--- config.mk ---
export PLATFORM = sky130hd
export DESIGN_NAME = led_bank_ctrl
export DESIGN_NICKNAME = d
export VERILOG_FILES = /design/src/rtl/led_pkg.sv /design/src/rtl/led_blink_timer.sv /design/src/rtl/led_bank_ctrl.sv
export SDC_FILE = /design/constraint.sdc
export NUM_CORES = 1
export LEC_CHECK = 0
export ABC_AREA = 0
export CORE_MARGIN = 1.5
export CORE_UTILIZATION = 61
export DETAILED_ROUTE_END_ITERATION = 16
export PLACE_DENSITY = 0.86
export SLEW_MARGIN = 20
export SYNTH_ARGS = -nofsm -noshare
export SYNTH_HDL_FRONTEND = slang
export SYNTH_SLANG_ARGS = --single-unit
--- constraint.sdc ---
create_clock -name clk -period 8.3 [get_ports clk]
set_input_delay 1.66 -clock clk [delete_from_list [all_inputs] [get_ports clk]]
set_output_delay 1.66 -clock clk [all_outputs]
set_load 0.02 [all_outputs]
--- src/rtl/led_pkg.sv ---
// Shared register-map and decode definitions for the LED bank controller.
// Offsets scale with NW, the number of bus words per LED-wide register.
package led_pkg;

  typedef enum logic [2:0] {
    SEL_PATTERN,
    SEL_BLINK,
    SEL_RATE,
    SEL_DUTY,
    SEL_NONE
  } reg_sel_e;

  localparam logic [15:0] RATE_RST     = 16'h0;
  localparam logic [7:0]  DUTY_RST     = 8'hFF;
  localparam int          PATTERN_BASE = 0;

  function automatic int blink_base(int nw);
    return nw;
  endfunction

  function automatic int rate_ofs(int nw);
    return 2 * nw;
  endfunction

  function automatic int duty_ofs(int nw);
    return 2 * nw + 1;
  endfunction

  // DUTY decodes only when the PWM build is selected; otherwise it is a hole.
  function automatic reg_sel_e decode_sel(int a, int nw, bit duty_en);
    if (a >= PATTERN_BASE && a < blink_base(nw)) return SEL_PATTERN;
    if (a >= blink_base(nw) && a < rate_ofs(nw))  return SEL_BLINK;
    if (a == rate_ofs(nw))                        return SEL_RATE;
    if (duty_en && a == duty_ofs(nw))             return SEL_DUTY;
    return SEL_NONE;
  endfunction

endpackage

--- src/rtl/led_blink_timer.sv ---
// Blink prescaler: phase toggles every RATE+1 cycles; RATE=0 holds it at 0.
// A RATE write restarts the count and phase, winning over a coincident wrap.
module led_blink_timer (
  input  logic        clk,
  input  logic        rst,
  input  logic [15:0] rate_i,
  input  logic        rate_wr_i,
  output logic        phase_o
);

  logic [15:0] cnt_q;
  logic        phase_q;

  always_ff @(posedge clk) begin
    if (rst) begin
      cnt_q   <= 16'h0;
      phase_q <= 1'b0;
    end else if (rate_wr_i || rate_i == 16'h0) begin
      cnt_q   <= 16'h0;
      phase_q <= 1'b0;
    end else if (cnt_q == rate_i) begin
      cnt_q   <= 16'h0;
      phase_q <= ~phase_q;
    end else begin
      cnt_q   <= cnt_q + 16'd1;
    end
  end

  assign phase_o = phase_q;

endmodule

--- src/rtl/led_bank_ctrl.sv ---
// Memory-mapped LED bank: byte-enabled PATTERN/BLINK/RATE registers, 1-cycle readback.
// Optional global PWM brightness (DUTY register) is built when LED_PWM_EN is defined.
module led_bank_ctrl
  import led_pkg::*;
#(
  parameter int NUM_LEDS = 24,
  parameter int DATA_W   = 16,
  parameter int ADDR_W   = 4
) (
  input  logic                  clk,
  input  logic                  rst,
  input  logic                  we,
  input  logic                  re,
  input  logic [ADDR_W-1:0]     addr,
  input  logic [DATA_W/8-1:0]   be,
  input  logic [DATA_W-1:0]     wdata,
  output logic [DATA_W-1:0]     rdata,
  output logic                  rvalid,
  output logic [NUM_LEDS-1:0]   led_out
);

  localparam int NW         = (NUM_LEDS + DATA_W - 1) / DATA_W;
  localparam int REG_W      = NW * DATA_W;
  localparam int NB         = DATA_W / 8;
  localparam int BLINK_BASE = blink_base(NW);
`ifdef LED_PWM_EN
  localparam bit DUTY_EN = 1'b1;
`else
  localparam bit DUTY_EN = 1'b0;
`endif

  function automatic logic [DATA_W-1:0] merge(logic [DATA_W-1:0] old_v,
                                               logic [DATA_W-1:0] new_v,
                                               logic [NB-1:0]     en);
    logic [DATA_W-1:0] r;
    r = old_v;
    for (int i = 0; i < NB; i++) begin
      if (en[i]) r[i*8 +: 8] = new_v[i*8 +: 8];
    end
    return r;
  endfunction

  logic [NUM_LEDS-1:0] pattern_q, pattern_d;
  logic [NUM_LEDS-1:0] blink_q, blink_d;
  logic [15:0]         rate_q, rate_d;
  logic [DATA_W-1:0]   rdata_q, rd_word;
  logic                rvalid_q;
  logic [NUM_LEDS-1:0] led_q, led_d, base;
  logic                phase;
  logic                rate_wr;
  reg_sel_e            sel;
  int                  widx;
  logic [REG_W-1:0]    pat_w, blk_w;
  logic [DATA_W-1:0]   rate_w;

  always_comb begin
    sel  = decode_sel(int'(addr), NW, DUTY_EN);
    widx = 0;
    if (sel == SEL_PATTERN)    widx = int'(addr) - PATTERN_BASE;
    else if (sel == SEL_BLINK) widx = int'(addr) - BLINK_BASE;
  end

  assign rate_wr = we && (sel == SEL_RATE);

  // Registers are zero-extended to whole bus words so out-of-range bits drop on write and read as 0.
  always_comb begin
    pat_w  = REG_W'(pattern_q);
    blk_w  = REG_W'(blink_q);
    rate_w = merge(DATA_W'(rate_q), wdata, be);
    if (we && sel == SEL_PATTERN)
      pat_w[widx*DATA_W +: DATA_W] = merge(pat_w[widx*DATA_W +: DATA_W], wdata, be);
    if (we && sel == SEL_BLINK)
      blk_w[widx*DATA_W +: DATA_W] = merge(blk_w[widx*DATA_W +: DATA_W], wdata, be);
    pattern_d = pat_w[NUM_LEDS-1:0];
    blink_d   = blk_w[NUM_LEDS-1:0];
    rate_d    = rate_wr ? 16'(rate_w) : rate_q;
  end

`ifdef LED_PWM_EN
  logic [7:0]        duty_q, duty_d;
  logic [7:0]        pwm_cnt_q;
  logic [DATA_W-1:0] duty_w;

  always_comb begin
    duty_w = merge(DATA_W'(duty_q), wdata, be);
    duty_d = (we && sel == SEL_DUTY) ? duty_w[7:0] : duty_q;
  end

  always_ff @(posedge clk) begin
    if (rst) begin
      duty_q    <= DUTY_RST;
      pwm_cnt_q <= 8'h0;
    end else begin
      duty_q    <= duty_d;
      pwm_cnt_q <= pwm_cnt_q + 8'd1;
    end
  end
`endif

  // Reads sample the registers before this edge's write lands.
  always_comb begin
    rd_word = '0;
    case (sel)
      SEL_PATTERN: rd_word = REG_W'(pattern_q) >> (widx * DATA_W);
      SEL_BLINK:   rd_word = REG_W'(blink_q) >> (widx * DATA_W);
      SEL_RATE:    rd_word = DATA_W'(rate_q);
`ifdef LED_PWM_EN
      SEL_DUTY:    rd_word = DATA_W'(duty_q);
`endif
      default:     rd_word = '0;
    endcase
  end

  led_blink_timer u_timer (
    .clk       (clk),
    .rst       (rst),
    .rate_i    (rate_q),
    .rate_wr_i (rate_wr),
    .phase_o   (phase)
  );

  assign base = pattern_q ^ (blink_q & {NUM_LEDS{phase}});

`ifdef LED_PWM_EN
  assign led_d = base & {NUM_LEDS{pwm_cnt_q < duty_q}};
`else
  assign led_d = base;
`endif

  always_ff @(posedge clk) begin
    if (rst) begin
      pattern_q <= '0;
      blink_q   <= '0;
      rate_q    <= RATE_RST;
      rdata_q   <= '0;
      rvalid_q  <= 1'b0;
      led_q     <= '0;
    end else begin
      pattern_q <= pattern_d;
      blink_q   <= blink_d;
      rate_q    <= rate_d;
      rvalid_q  <= re;
      if (re) rdata_q <= rd_word;
      led_q     <= led_d;
    end
  end

  assign rdata   = rdata_q;
  assign rvalid  = rvalid_q;
  assign led_out = led_q;

endmodule

# Yosys cells after proc, flatten, opt, wreduce, memory -nomap -nowiden
# Index checks and enable logic that the tools add are counted.
[op_classes]
add_sub_neg = 3
order_cmp = 3
n_eq_ne = 4
n_shift = 7
muxes = 25
bitwise_logic = 3
reduce_logical = 11
[ops]
columns = ["cell", "count"]
rows = [
  ["16-bit by 33-bit variable part select with 32-bit output", 2],
  ["32-bit bitwise mux", 2],
  ["8-bit two-way mux", 8],
  ["32-bit by 32-bit variable part select with 16-bit output", 2],
  ["24-bit by 32-bit right shift with 16-bit output", 2],
  ["28-bit two-way mux", 2],
  ["16-bit one-hot mux with 3 select lines", 1],
  ["32-bit negator with 33-bit output", 1],
  ["16-bit by 33-bit variable shift with 32-bit output (first input constant)", 1],
  ["24-bit AND", 1],
  ["24-bit bitwise XOR", 1],
  ["3-bit two-way mux", 6],
  ["16-bit by 1-bit adder with 16-bit output (second input constant)", 1],
  ["16-bit equality test", 1],
  ["16-bit zero test", 1],
  ["1-bit two-way mux", 6],
  ["4-bit by 2-bit subtractor with 5-bit output (second input constant)", 1],
  ["4-bit equality test (second input constant)", 1],
  ["4-bit by 2-bit greater-or-equal comparator with 1-bit output (second input constant)", 1],
  ["1-bit logical AND", 4],
  ["4-bit by 2-bit less-than comparator with 1-bit output (second input constant)", 1],
  ["4-bit by 3-bit less-than comparator with 1-bit output (second input constant)", 1],
  ["2-bit AND reduction", 2],
  ["3-bit by 1-bit equality test with 1-bit output (second input constant)", 1],
  ["6 further kinds", 6],
]
[totals]
ff_bits = 122
in_bits = 26
out_inout_bits = 41
wordCells = 65

# Longest topological paths before layout
# Gate-level depths: netlist of run 1.
[logic_depth]
word_depth = 17
ltp_mapped = 20
mapped_depth_nobuf = 15

# Cells and area by module
# Synthesis of run 1 repeated with hierarchy kept, for this count alone.
[hier_totals]
hier_cells = 708
area_unflattened_um2 = 6338.6
[modules_own_cells]
columns = ["module", "instances", "cells_per_inst", "area_each_um2", "seq_area_each_um2"]
rows = [
  ["led_bank_ctrl", 1, 599, 5352.6, 2102.0],
  ["led_blink_timer", 1, 109, 985.9, 340.3],
]

# Least setup slack after synthesis of run 1
# OpenSTA, ideal clock, no wires.
[synth_timing]
path_type = "input -> register"
start = "input addr[1]"
end = "register pattern_q[16]"
setup_ns = 0.072
t_arrival_ns = 5.812
required_ns = 8.228
slack_ns = 2.416
path_stages = 17
path_buffers = 2
path_cell_list = "clkbuf_1 > inv_1 > ha_1 > ha_1 > or3_1 > clkbuf_1 > or3_1 > a21boi_0 > ha_1 > nand4_1 > nand2b_1 > ha_1 > or4b_2 > nor3_1 > o21ai_1 > nor3_4 > mux2i_1"
[synth_via]
elab_chain_cells = 15
elab_cells_between_ends = 31
classes_between = "add/sub (2); order compare (3); eq/ne (2); shift (3); mux (18); reduce/logical (3)"
[synth_lines]
columns = ["item", "line_no", "source"]
rows = [
  ["from (decl)", "led_bank_ctrl.sv:14", "input logic [ADDR_W-1:0] addr,"],
  ["parallel branches: the longest is 15 deep, another holds 32-bit negator with 33-bit output", "--", ""],
  ["to (signal assigned)", "led_bank_ctrl.sv:139", "pattern_q <= pattern_d;"],
  ["to (decl)", "led_bank_ctrl.sv:43", "logic [NUM_LEDS-1:0] pattern_q, pattern_d;"],
]
# Parallel ways; which one is timed is not known. The select of a mux whose other input is x is not followed.
# A chain may end at the register's enable or synchronous reset.

# Final worst setup path of run 1
[layout_timing]
start = "input addr[2]"
end = "register pattern_q[23]"
# The elaborated chain is that of the path after synthesis.

==> metrics.csv, run 1 <==
stage,metric,value,unit
outcome,status,"complete, no violations",
route,dr_total_vias,5198,
worst_setup_path,crit_buf_inv,2,
worst_setup_path,required,8.74,ns
cts,clock-root-buffer,clkbuf_8,
cts,cts_buffers,17,
worst_setup_path,crit_slowest_cell,clkdlybuf4s50_1,
power_and_ir_drop,power.leakage,2.61,nW
synthesis,yosysSeqAreaShare,41.4,%
sta,rsz0062_at_grt,no,
floorplan,die-area,0.0103,mm^2
worst_setup_path,max_stage_delay,0.71,ns
synthesis,synth_cells,641,
synthesis,synthDistinctLibCells,60,
cts,clkLatencyLatePin,0.52,ns
cells_and_area,syn_to_final_growth,21.7,%
cts,cts-resized-gates,0,
sta,fmaxAchievable,153,MHz
global_routing,antenna_found_initial,0,
route,drt-total-wl,16.0,mm
global_routing,grt_pass1_vias,5204,
sta,setup-tns-final,0,ns
worst_setup_path,critPathTopFamily,simple AND/OR/NAND/NOR gates,
synthesis,synth_async_sr_flop_share,0,%
worst_setup_path,path_common_cell,ha_1,
cts,post_cts_buffers,0,
synthesis,netlist_area,0.00590,mm^2
cells_and_area,final_nets,726,
placement,portBuffers,66,
cts,cts.hold.buffers_added,0,
global_routing,grt_max_degree,91,
cells_and_area,drive_gt1_share,8.53,%
worst_setup_path,worst_setup_path_start_kind,input pin,
synthesis,yosysWarnings,0,
cts,cts_tree,done,
route,ant_nets,0,
route,drt_iter0_drc,432,
route,wl_per_cell,19.2,um
cts,path_clk_slew,0.06,ns
worst_setup_path,crit_type,input pin to flip-flop,
floorplan,start_util,63.5,%
synthesis,synth_fp_nets,677,
sta,finClkSkew,0.0115,ns
sta,post-route-period-util,78.9,%
global_routing,grt_remaining_overflow,0,
sta,slew_headroom,28.7,%
route,remaining_drc_errors,0,
worst_setup_path,crit_chain,clkdlybuf4s50_1 > inv_1 > ha_1 > ha_1 > or3_1 > or3_1 > a21boi_0 > ha_1 > nand4_1 > nand2b_1 > ha_1 > or4b_2 > nor3_1 > o21ai_1 > nor3_4 > mux2i_1,
placement,dp.cells,800,
power_and_ir_drop,power_density,201,mW/mm^2
worst_setup_path,crit_fanout,21,
global_routing,grt_pass1_wl,25.7,mm
floorplan,num_io_pins,67,
worst_setup_path,crit_path_end_kind,flip-flop,
cts,clk_path_buf_depth,2,
placement,gp_congestion,0.853,
worst_setup_path,arrival,6.98,ns
synthesis,ys.flop_type,dfxtp_1,
sta,slew_violations,0,
hold_path,hold_class,flip-flop to flip-flop,
cts,clock_sinks,122,
placement,dp_hpwl,10.6,mm
cells_and_area,diodes,0,
sta,tightest_slew,1.07,ns
route,first_pass_iters,5,
power_and_ir_drop,vdd_ir_drop_max,0.000121,V
cells_and_area,final_cells,832,
floorplan,die_h,101,um
sta,hold_viol,0,
global_routing,grt_usage,32.4,%
cts,cts_max_level,4,
floorplan,rows,35,
synthesis,synth.avg_cell_area,9.20,um^2
worst_setup_path,r2r_slack,6.56,ns
synthesis,ys_ff_latch,122,
sta,setup_violations,0,
floorplan,die_w,101,um
sta,finalCriticalPeriod,6.55,ns
flow_run,maxCapViolations,0,
floorplan,core-area,0.00928,mm^2
synthesis,synth-edff-count,0,
route,vias_per_cell,6.25,
-- routing by layer --
| metal | up-vias | global-route usage (%) | wire length (um) |
|---|---|---|---|
| li1 | 2391 | - | - |
| met1 | 2469 | 40.6 | 6460 |
| met2 | 294 | 53.7 | 7650 |
| met3 | 44 | 6.83 | 1410 |
| met4 | 0 | 14.6 | 445 |
| met5 | - | 0 | 0 |
-- power breakdown --
part           switching [W]  total, W  internal [W]
Combinational      0.0000701  0.000114     0.0000439
Sequential        0.00000582  0.000597      0.000591
Clock               0.000290  0.000732      0.000442
-- worst min-delay path, delay by kind of cell, from the launching register on --
kind	cells	cell delay (ns)
flip-flops	1	0.31
AO/OA/AOI/OAI	1	0.05
AND/OR/NAND/NOR	1	0.08
-- synthesized netlist by cell type, types with 5 or more instances --
| library cell | n | area [um^2] |
|---|---|---|
| a211o_1 | 8 | 70.1 |
| a211oi_1 | 17 | 128 |
| a22o_1 | 16 | 140 |
| a22oi_1 | 8 | 60.1 |
| a311oi_1 | 8 | 70.1 |
| a32o_1 | 8 | 80.1 |
| a32oi_1 | 8 | 70.1 |
| and3_1 | 9 | 56.3 |
| buf_1 | 5 | 18.8 |
| clkbuf_1 | 31 | 116 |
| dfxtp_1 | 122 | 2440 |
| ha_1 | 10 | 125 |
| inv_1 | 23 | 86.3 |
| mux2_2 | 8 | 90.1 |
| mux2i_1 | 40 | 400 |
| nand2_1 | 59 | 221 |
| nand2b_1 | 18 | 113 |
| nand3_1 | 10 | 50.1 |
| nand4_1 | 8 | 50.1 |
| nor2_1 | 79 | 297 |
| nor2b_1 | 5 | 31.3 |
| nor3_1 | 6 | 30.0 |
| nor4_1 | 6 | 37.5 |
| o21ai_0 | 17 | 85.1 |
| o32ai_1 | 8 | 70.1 |
| xnor2_1 | 27 | 236 |
| xor2_1 | 29 | 254 |
-- placed cells by master (no fill, tap or decap), types with 9 or more instances in the layout --
cell type	instances
mux2i_1	40
nand2b_1	18
dfxtp_1	122
a22o_1	16
inv_1	23
nor2_1	79
o21ai_0	17
xor2_1	29
ha_1	10
clkbuf_16	16
xnor2_1	27
clkdlybuf4s50_1	64
and3_1	9
a211oi_1	17
nand2_1	59
nand3_1	10
-- metrics by stage --
step | cell area, um^2 | total power [W] | utilization (%) | setup WS, ns | hold slack [ns]
global placement | 6590 | 0.000716 | 71.0 | 1.62 | 0.477
floorplan | 5900 | 0.000678 | - | 2.42 | 0.449
global route | 7170 | 0.00148 | 77.3 | 1.54 | 0.511
CTS | 7180 | 0.00144 | 77.3 | 1.85 | 0.493
detailed placement | 6590 | 0.000720 | 71.0 | 1.33 | 0.485
finish | 7170 | 0.00144 | 77.3 | 1.75 | 0.487
-- state kept, by name, indices dropped and copies added, names as in the netlist --
register	count
blink_q	24
led_out	24
pattern_q	24
rate_q	16
rdata	16
rvalid	1
u_timer.cnt_q	16
u_timer.phase_o	1
-- worst paths after layout --
kind,from,endpoint,cells past startpoint
max,addr[2],pattern_q[23]$_SDFFE_PP0P_,16
min,rdata[13]$_SDFFE_PP0P_,rdata[13]$_SDFFE_PP0P_,2
max reg2reg,u_timer.cnt_q[8]$_SDFF_PP0_,u_timer.cnt_q[14]$_SDFF_PP0_,5
min reg2reg,rdata[13]$_SDFFE_PP0P_,rdata[13]$_SDFFE_PP0P_,2
-- kinds of logic after synthesis --
| family | share of synthesized area [%] |
|---|---|
| adder cells (fa/ha/maj) | 2.12 |
| flip-flops | 41.4 |
| buffers and inverters | 4.29 |
| AND/OR/NAND/NOR | 20.0 |
| multiplexers | 8.32 |
| AO/OA/AOI/OAI | 15.3 |
| XOR/XNOR | 8.60 |
-- layout make-up --
class                      instances  area, um^2
fill                             631        2110
inverter                          23        86.3
tap                              129         161
clock buffer                      18         428
timing repair buffer              71         688
multi-input combinational        455        3210
clock inverter                    14         161
sequential                       122        2440
Power figures use the tool's default switching activity.
==> run 2: changes to the inputs <==
Settings changed: CORE_UTILIZATION 61 to 56, PLACE_DENSITY 0.86 to 0.8.
Clock period 8.3 ns to 6.2 ns, I/O delays scaled along.
==> metrics.csv, run 2 (synthesis results as in run 1) <==
stage,metric,value,unit,change
outcome,status,"complete, no violations",,unchanged
sta,finalCriticalPeriod,5.42,ns,
cts,clock-root-buffer,clkbuf_8,,unchanged
sta,rsz0062_at_grt,no,,unchanged
cts,clkLatencyLatePin,0.53,ns,was 0.52 ns
cts,clk_path_buf_depth,2,,unchanged
global_routing,antenna_found_initial,0,,unchanged
sta,setup-tns-final,0,ns,unchanged
route,dr_total_vias,5023,,was 5198
global_routing,grt_usage,28.1,%,was 32.4%
global_routing,grt_pass1_vias,4888,,was 5204
worst_setup_path,path_common_cell,ha_1,,unchanged
floorplan,die_w,106,um,was 101 um
worst_setup_path,worst_setup_path_start_kind,input pin,,unchanged
global_routing,grt_remaining_overflow,0,,unchanged
sta,finClkSkew,0.00557,ns,was 0.0115 ns
cells_and_area,post-route-util,70.8,%,was 77.3%
floorplan,start_util,57.4,%,was 63.5%
worst_setup_path,crit_type,input pin to flip-flop,,unchanged
power_and_ir_drop,power_density,276,mW/mm^2,was 201 mW/mm^2
route,wl_per_cell,17.9,um,was 19.2 um
cells_and_area,final_cell_mix,"dfxtp_1 (122), nor2_1 (79), clkdlybuf4s50_1 (65), nand2_1 (59), mux2i_1 (40)",,"was dfxtp_1 (122), nor2_1 (79), clkdlybuf4s50_1 (64), nand2_1 (59), mux2i_1 (40)"
route,first_pass_iters,7,,was 5
placement,portBuffers,66,,unchanged
power_and_ir_drop,p_total,0.00201,W,was 0.00144 W
cts,cts_max_level,4,,unchanged
global_routing,grt_max_degree,53,,was 91
route,drt_iter0_drc,297,,was 432
cells_and_area,drive_gt1_share,8.76,%,was 8.53%
floorplan,num_io_pins,67,,unchanged
sta,tightest_slew,1.07,ns,about the same
route,vias_per_cell,5.95,,was 6.25
placement,dp_hpwl,10.4,mm,was 10.6 mm
sta,setup_violations,0,,unchanged
sta,slew_violations,0,,unchanged
global_routing,grt_util_met3,6.12,%,was 6.83%
route,ant_nets,0,,unchanged
cells_and_area,mostFrequentLayoutCell,dfxtp_1,,unchanged
sta,fmaxAchievable,185,MHz,
cts,cts_buffers,17,,unchanged
hold_path,worstHoldPathCells,2,,unchanged
worst_setup_path,r2r.worst_path.cells,5,,unchanged
worst_setup_path,arrival,5.87,ns,was 6.98 ns
power_and_ir_drop,vdd_ir_drop_max,0.000186,V,was 0.000121 V
sta,hold_slack,0.490,ns,was 0.487 ns
global_routing,grt_use_met2,46.5,%,was 53.7%
cells_and_area,diodes,0,,unchanged
cts,cts.hold.buffers_added,0,,unchanged
sta,hold_viol,0,,unchanged
floorplan,die_h,106,um,was 101 um
cts,cts_tree,done,,unchanged
global_routing,grt_busiest_layer,met2,,unchanged
cells_and_area,final_cells,844,,was 832
worst_setup_path,crit_path_end_kind,flip-flop,,unchanged
cells_and_area,final_nets,732,,was 726
placement,dp.cells,813,,was 800
cts,clock_sinks,122,,unchanged
worst_setup_path,max_stage_delay,0.66,ns,was 0.71 ns
worst_setup_path,crit_chain,clkdlybuf4s50_1 > inv_1 > ha_1 > or3_1 > or3_1 > a21boi_0 > ha_1 > nand4_1 > nand2b_1 > ha_1 > or4b_2 > nor3_1 > o21ai_1 > nor3_4 > mux2i_1,,was clkdlybuf4s50_1 > inv_1 > ha_1 > ha_1 > or3_1 > or3_1 > a21boi_0 > ha_1 > nand4_1 > nand2b_1 > ha_1 > or4b_2 > nor3_1 > o21ai_1 > nor3_4 > mux2i_1
floorplan,core-area,0.0103,mm^2,was 0.00928 mm^2
route,drt-total-wl,15.1,mm,was 16.0 mm
sta,slew_headroom,28.1,%,was 28.7%
route,remaining_drc_errors,0,,unchanged
placement,gp_congestion,0.909,,was 0.853
cells_and_area,syn_to_final_growth,23.4,%,was 21.7%
global_routing,grt.met1_usage,36.4,%,was 40.6%
global_routing,grt_pass1_wl,24.7,mm,was 25.7 mm
worst_setup_path,required,6.65,ns,was 8.74 ns
floorplan,rows,37,,was 35
hold_path,hold_class,flip-flop to flip-flop,,unchanged
power_and_ir_drop,power.leakage,2.66,nW,was 2.61 nW
sta,post-route-period-util,87.4,%,
worst_setup_path,crit_fanout,8,,was 21
cts,post_cts_buffers,0,,unchanged
floorplan,die-area,0.0112,mm^2,was 0.0103 mm^2
worst_setup_path,crit_slowest_cell,or4b_2,,was clkdlybuf4s50_1
cts,path_clk_slew,0.06,ns,about the same
flow_run,maxCapViolations,0,,unchanged
cts,cts-resized-gates,0,,unchanged
[run 2: final cells by class]
cell class	instances	area [um^2]
sequential	122	2440
timing repair buffer	77	738
fill	784	3000
clock buffer	20	435
clock inverter	11	195
tap	136	170
multi-input combinational	455	3210
inverter	23	86.3
[run 2: worst max-delay path, delay by kind of cell]
family / cells / cell delay (ns)
and+or+nand+nor: 7 / 2.51
adders and majority gates: 3 / 0.74
buffers and inverters: 2 / 0.73
AOI/OAI and AO/OA: 2 / 0.40
muxes: 1 / 0.26
[run 2: stage by stage]
stage	area, um^2	setup WS [ns]
3_5_place_dp	6640	0.293
6_report	7270	0.781
4_1_cts	7270	0.808
5_1_grt	7270	0.545
3_3_place_gp	6640	0.489
2_1_floorplan	5900	0.736
[run 2: final timing paths]
check,from,endpoint,slack [ns]
setup / recovery,addr[3],pattern_q[17]$_SDFFE_PP0P_,0.78
hold / removal,rdata[12]$_SDFFE_PP0P_,rdata[12]$_SDFFE_PP0P_,0.49
setup reg to reg,u_timer.cnt_q[4]$_SDFF_PP0_,u_timer.cnt_q[13]$_SDFF_PP0_,4.45
hold reg to reg,rdata[12]$_SDFFE_PP0P_,rdata[12]$_SDFFE_PP0P_,0.49
[run 2: routing by layer]
layer	wire length (um)	part of all wire, %
met5	0	0
met4	229	1.5
met3	1070	7.1
met2	7230	48
met1	6590	44
[run 2: power breakdown]
group | internal [W] | switching (W) | total, W | leakage [nW]
logic | 0.0000612 | 0.0000929 | 0.000154 | 1.38
registers | 0.000791 | 0.00000734 | 0.000798 | 0.986
clock network | 0.000702 | 0.000356 | 0.00106 | 0.297
total | 0.00155 | 0.000456 | 0.00201 | 2.66
==> run 3: changes to the inputs <==
Settings changed: PLACE_DENSITY 0.8 to 0.9.
==> metrics.csv, run 3 (synthesis results as in run 1) <==
stage,metric,value,unit,change
global_routing,grt_pass1_vias,5110,,was 4888
placement,portBuffers,66,,unchanged
sta,finalCriticalPeriod,5.57,ns,was 5.42 ns
cells_and_area,final_cell_mix,"dfxtp_1 (122), nor2_1 (79), clkdlybuf4s50_1 (64), nand2_1 (59), mux2i_1 (40)",,"was dfxtp_1 (122), nor2_1 (79), clkdlybuf4s50_1 (65), nand2_1 (59), mux2i_1 (40)"
cts,cts_tree,done,,unchanged
worst_setup_path,r2r.worst_path.cells,5,,unchanged
worst_setup_path,crit_slowest_cell,clkdlybuf4s50_1,,was or4b_2
floorplan,die_h,106,um,unchanged
global_routing,grt_remaining_overflow,0,,unchanged
worst_setup_path,crit_fanout,11,,was 8
worst_setup_path,crit_buf_inv,2,,unchanged
sta,setup_ws,0.630,ns,was 0.781 ns
placement,pre_cts_slack,0.207,ns,was 0.293 ns
global_routing,grt_max_degree,90,,was 53
floorplan,start_util,57.4,%,unchanged
cts,cts-resized-gates,0,,unchanged
sta,slew_violations,0,,unchanged
placement,dp_hpwl,10.5,mm,was 10.4 mm
worst_setup_path,crit_chain,clkdlybuf4s50_1 > inv_1 > ha_1 > ha_1 > or3_1 > or3_1 > a21boi_0 > ha_1 > nand4_1 > nand2b_1 > ha_1 > or4b_2 > nor3_1 > o21ai_1 > nor4b_4 > a22o_1,,was clkdlybuf4s50_1 > inv_1 > ha_1 > or3_1 > or3_1 > a21boi_0 > ha_1 > nand4_1 > nand2b_1 > ha_1 > or4b_2 > nor3_1 > o21ai_1 > nor3_4 > mux2i_1
route,wl_per_cell,19.2,um,was 17.9 um
cts,cts_max_level,4,,unchanged
worst_setup_path,crit_type,input pin to flip-flop,,unchanged
worst_setup_path,path_common_cell,ha_1,,unchanged
floorplan,core-area,0.0103,mm^2,unchanged
cts,cts_buffers,17,,unchanged
route,ant_nets,0,,unchanged
cts,clk_path_buf_depth,2,,unchanged
power_and_ir_drop,power_density,264,mW/mm^2,was 276 mW/mm^2
global_routing,antenna_found_initial,0,,unchanged
cells_and_area,diodes,0,,unchanged
cells_and_area,post-route-util,70.2,%,was 70.8%
cts,post_cts_buffers,0,,unchanged
cells_and_area,syn_to_final_growth,22.3,%,was 23.4%
sta,fmaxAchievable,180,MHz,was 185 MHz
cells_and_area,final_nets,733,,was 732
route,vias_per_cell,6.19,,was 5.95
worst_setup_path,crit_path_end_kind,flip-flop,,unchanged
worst_setup_path,critPathTopFamily,simple AND/OR/NAND/NOR gates,,unchanged
floorplan,rows,37,,unchanged
cts,cts.hold.buffers_added,0,,unchanged
worst_setup_path,worst_setup_path_start_kind,input pin,,unchanged
floorplan,die-area,0.0112,mm^2,unchanged
worst_setup_path,required,6.67,ns,was 6.65 ns
power_and_ir_drop,p_total,0.00190,W,was 0.00201 W
cts,clock_sinks,122,,unchanged
floorplan,num_io_pins,67,,unchanged
power_and_ir_drop,power.leakage,2.64,nW,was 2.66 nW
cts,path_clk_slew,0.07,ns,was 0.06 ns
power_and_ir_drop,vdd_ir_drop_max,0.000205,V,was 0.000186 V
global_routing,grt_usage,29.5,%,was 28.1%
cts,clock-root-buffer,clkbuf_8,,unchanged
sta,finClkSkew,0.00657,ns,was 0.00557 ns
sta,setup_violations,0,,unchanged
cts,clkLatencyLatePin,0.53,ns,about the same
sta,setup-tns-final,0,ns,unchanged
route,drt_iter0_drc,424,,was 297
sta,tightest_slew,1.07,ns,about the same
cells_and_area,mostFrequentLayoutCell,dfxtp_1,,unchanged
hold_path,min_from,rdata[10]$_SDFFE_PP0P_,,was rdata[12]$_SDFFE_PP0P_
cells_and_area,drive_gt1_share,9.44,%,was 8.76%
route,dr_total_vias,5235,,was 5023
worst_setup_path,reg2reg_from,u_timer.cnt_q[4]$_SDFF_PP0_,,unchanged
hold_path,hold_path_end,rdata[10]$_SDFFE_PP0P_,,was rdata[12]$_SDFFE_PP0P_
sta,slew_headroom,28.4,%,was 28.1%
worst_setup_path,max_stage_delay,0.67,ns,was 0.66 ns
worst_setup_path,r2r_slack,4.42,ns,was 4.45 ns
sta,post-route-period-util,89.8,%,was 87.4%
global_routing,grt_pass1_wl,25.7,mm,was 24.7 mm
worst_setup_path,r2r-end,u_timer.cnt_q[12]$_SDFF_PP0_,,was u_timer.cnt_q[13]$_SDFF_PP0_
sta,rsz0062_at_grt,no,,unchanged
route,remaining_drc_errors,0,,unchanged
floorplan,die_w,106,um,unchanged
placement,gp_congestion,0.886,,was 0.909
sta,hold_viol,0,,unchanged
route,first_pass_iters,5,,was 7
route,drt-total-wl,16.2,mm,was 15.1 mm
hold_path,worstHoldPathCells,2,,unchanged
flow_run,maxCapViolations,0,,unchanged
worst_setup_path,arrival,6.04,ns,was 5.87 ns
outcome,status,"complete, no violations",,unchanged
hold_path,hold_class,flip-flop to flip-flop,,unchanged
## run 3: cell types whose count changed in the layout (fill, tap and decap cells not counted), moves of 2 or more
| cell | change |
|---|---|
| inv_8 | +7 |
| bufinv_16 | -5 |
| inv_6 | +3 |
| clkbuf_1 | -2 |
## run 3: worst reg2reg max path: stages, from the launching register on
cell and delay, ns:
dfxtp_1 0.46, xnor2_1 0.17, nand4_1 0.12, nor4_1 0.44, or2_2 0.39, nor2_1 0.10
## run 3: metal layers
layer	vias up	wire length (um)	GRT usage (%)
li1	2399	-	-
met1	2497	6500	36.7
met2	295	7800	48.9
met3	44	1470	6.68
met4	0	429	12.8
met5	-	0	0
## run 3: power by group
group | total [W] | internal, W | switching (W)
combinational | 0.000157 | 0.0000608 | 0.0000966
clock | 0.000947 | 0.000517 | 0.000430
sequential | 0.000798 | 0.000790 | 0.00000780
total | 0.00190 | 0.00137 | 0.000535
## run 3: layout make-up
type / instances / area (um^2)
Clock buffer: 17 / 414
Sequential cell: 122 / 2440
Inverter: 23 / 86.3
Timing Repair Buffer: 78 / 741
Multi-Input combinational cell: 455 / 3210
Fill cell: 721 / 3070
Clock inverter: 15 / 153
Tap cell: 136 / 170
## run 3: metrics by stage
step	hold slack, ns	area [um^2]	std cells
2_1_floorplan	0.449	5900	641
3_3_place_gp	0.475	6650	814
3_5_place_dp	0.479	6650	814
4_1_cts	0.488	7220	846
5_1_grt	0.496	7210	846
6_report	0.484	7210	846
## run 3: worst max-delay path by stage
stage          startpoint                         end  slack (ns)  cells past startpoint
2_1_floorplan     addr[1]  pattern_q[16]$_SDFFE_PP0P_        0.74                     17
3_3_place_gp      addr[1]    blink_q[21]$_SDFFE_PP0P_        0.37                     16
3_5_place_dp      addr[1]    blink_q[20]$_SDFFE_PP0P_        0.21                     16
4_1_cts           addr[1]    blink_q[17]$_SDFFE_PP0P_        0.68                     16
5_1_grt           addr[1]    blink_q[17]$_SDFFE_PP0P_        0.40                     16
6_report          addr[1]    blink_q[17]$_SDFFE_PP0P_        0.63                     16
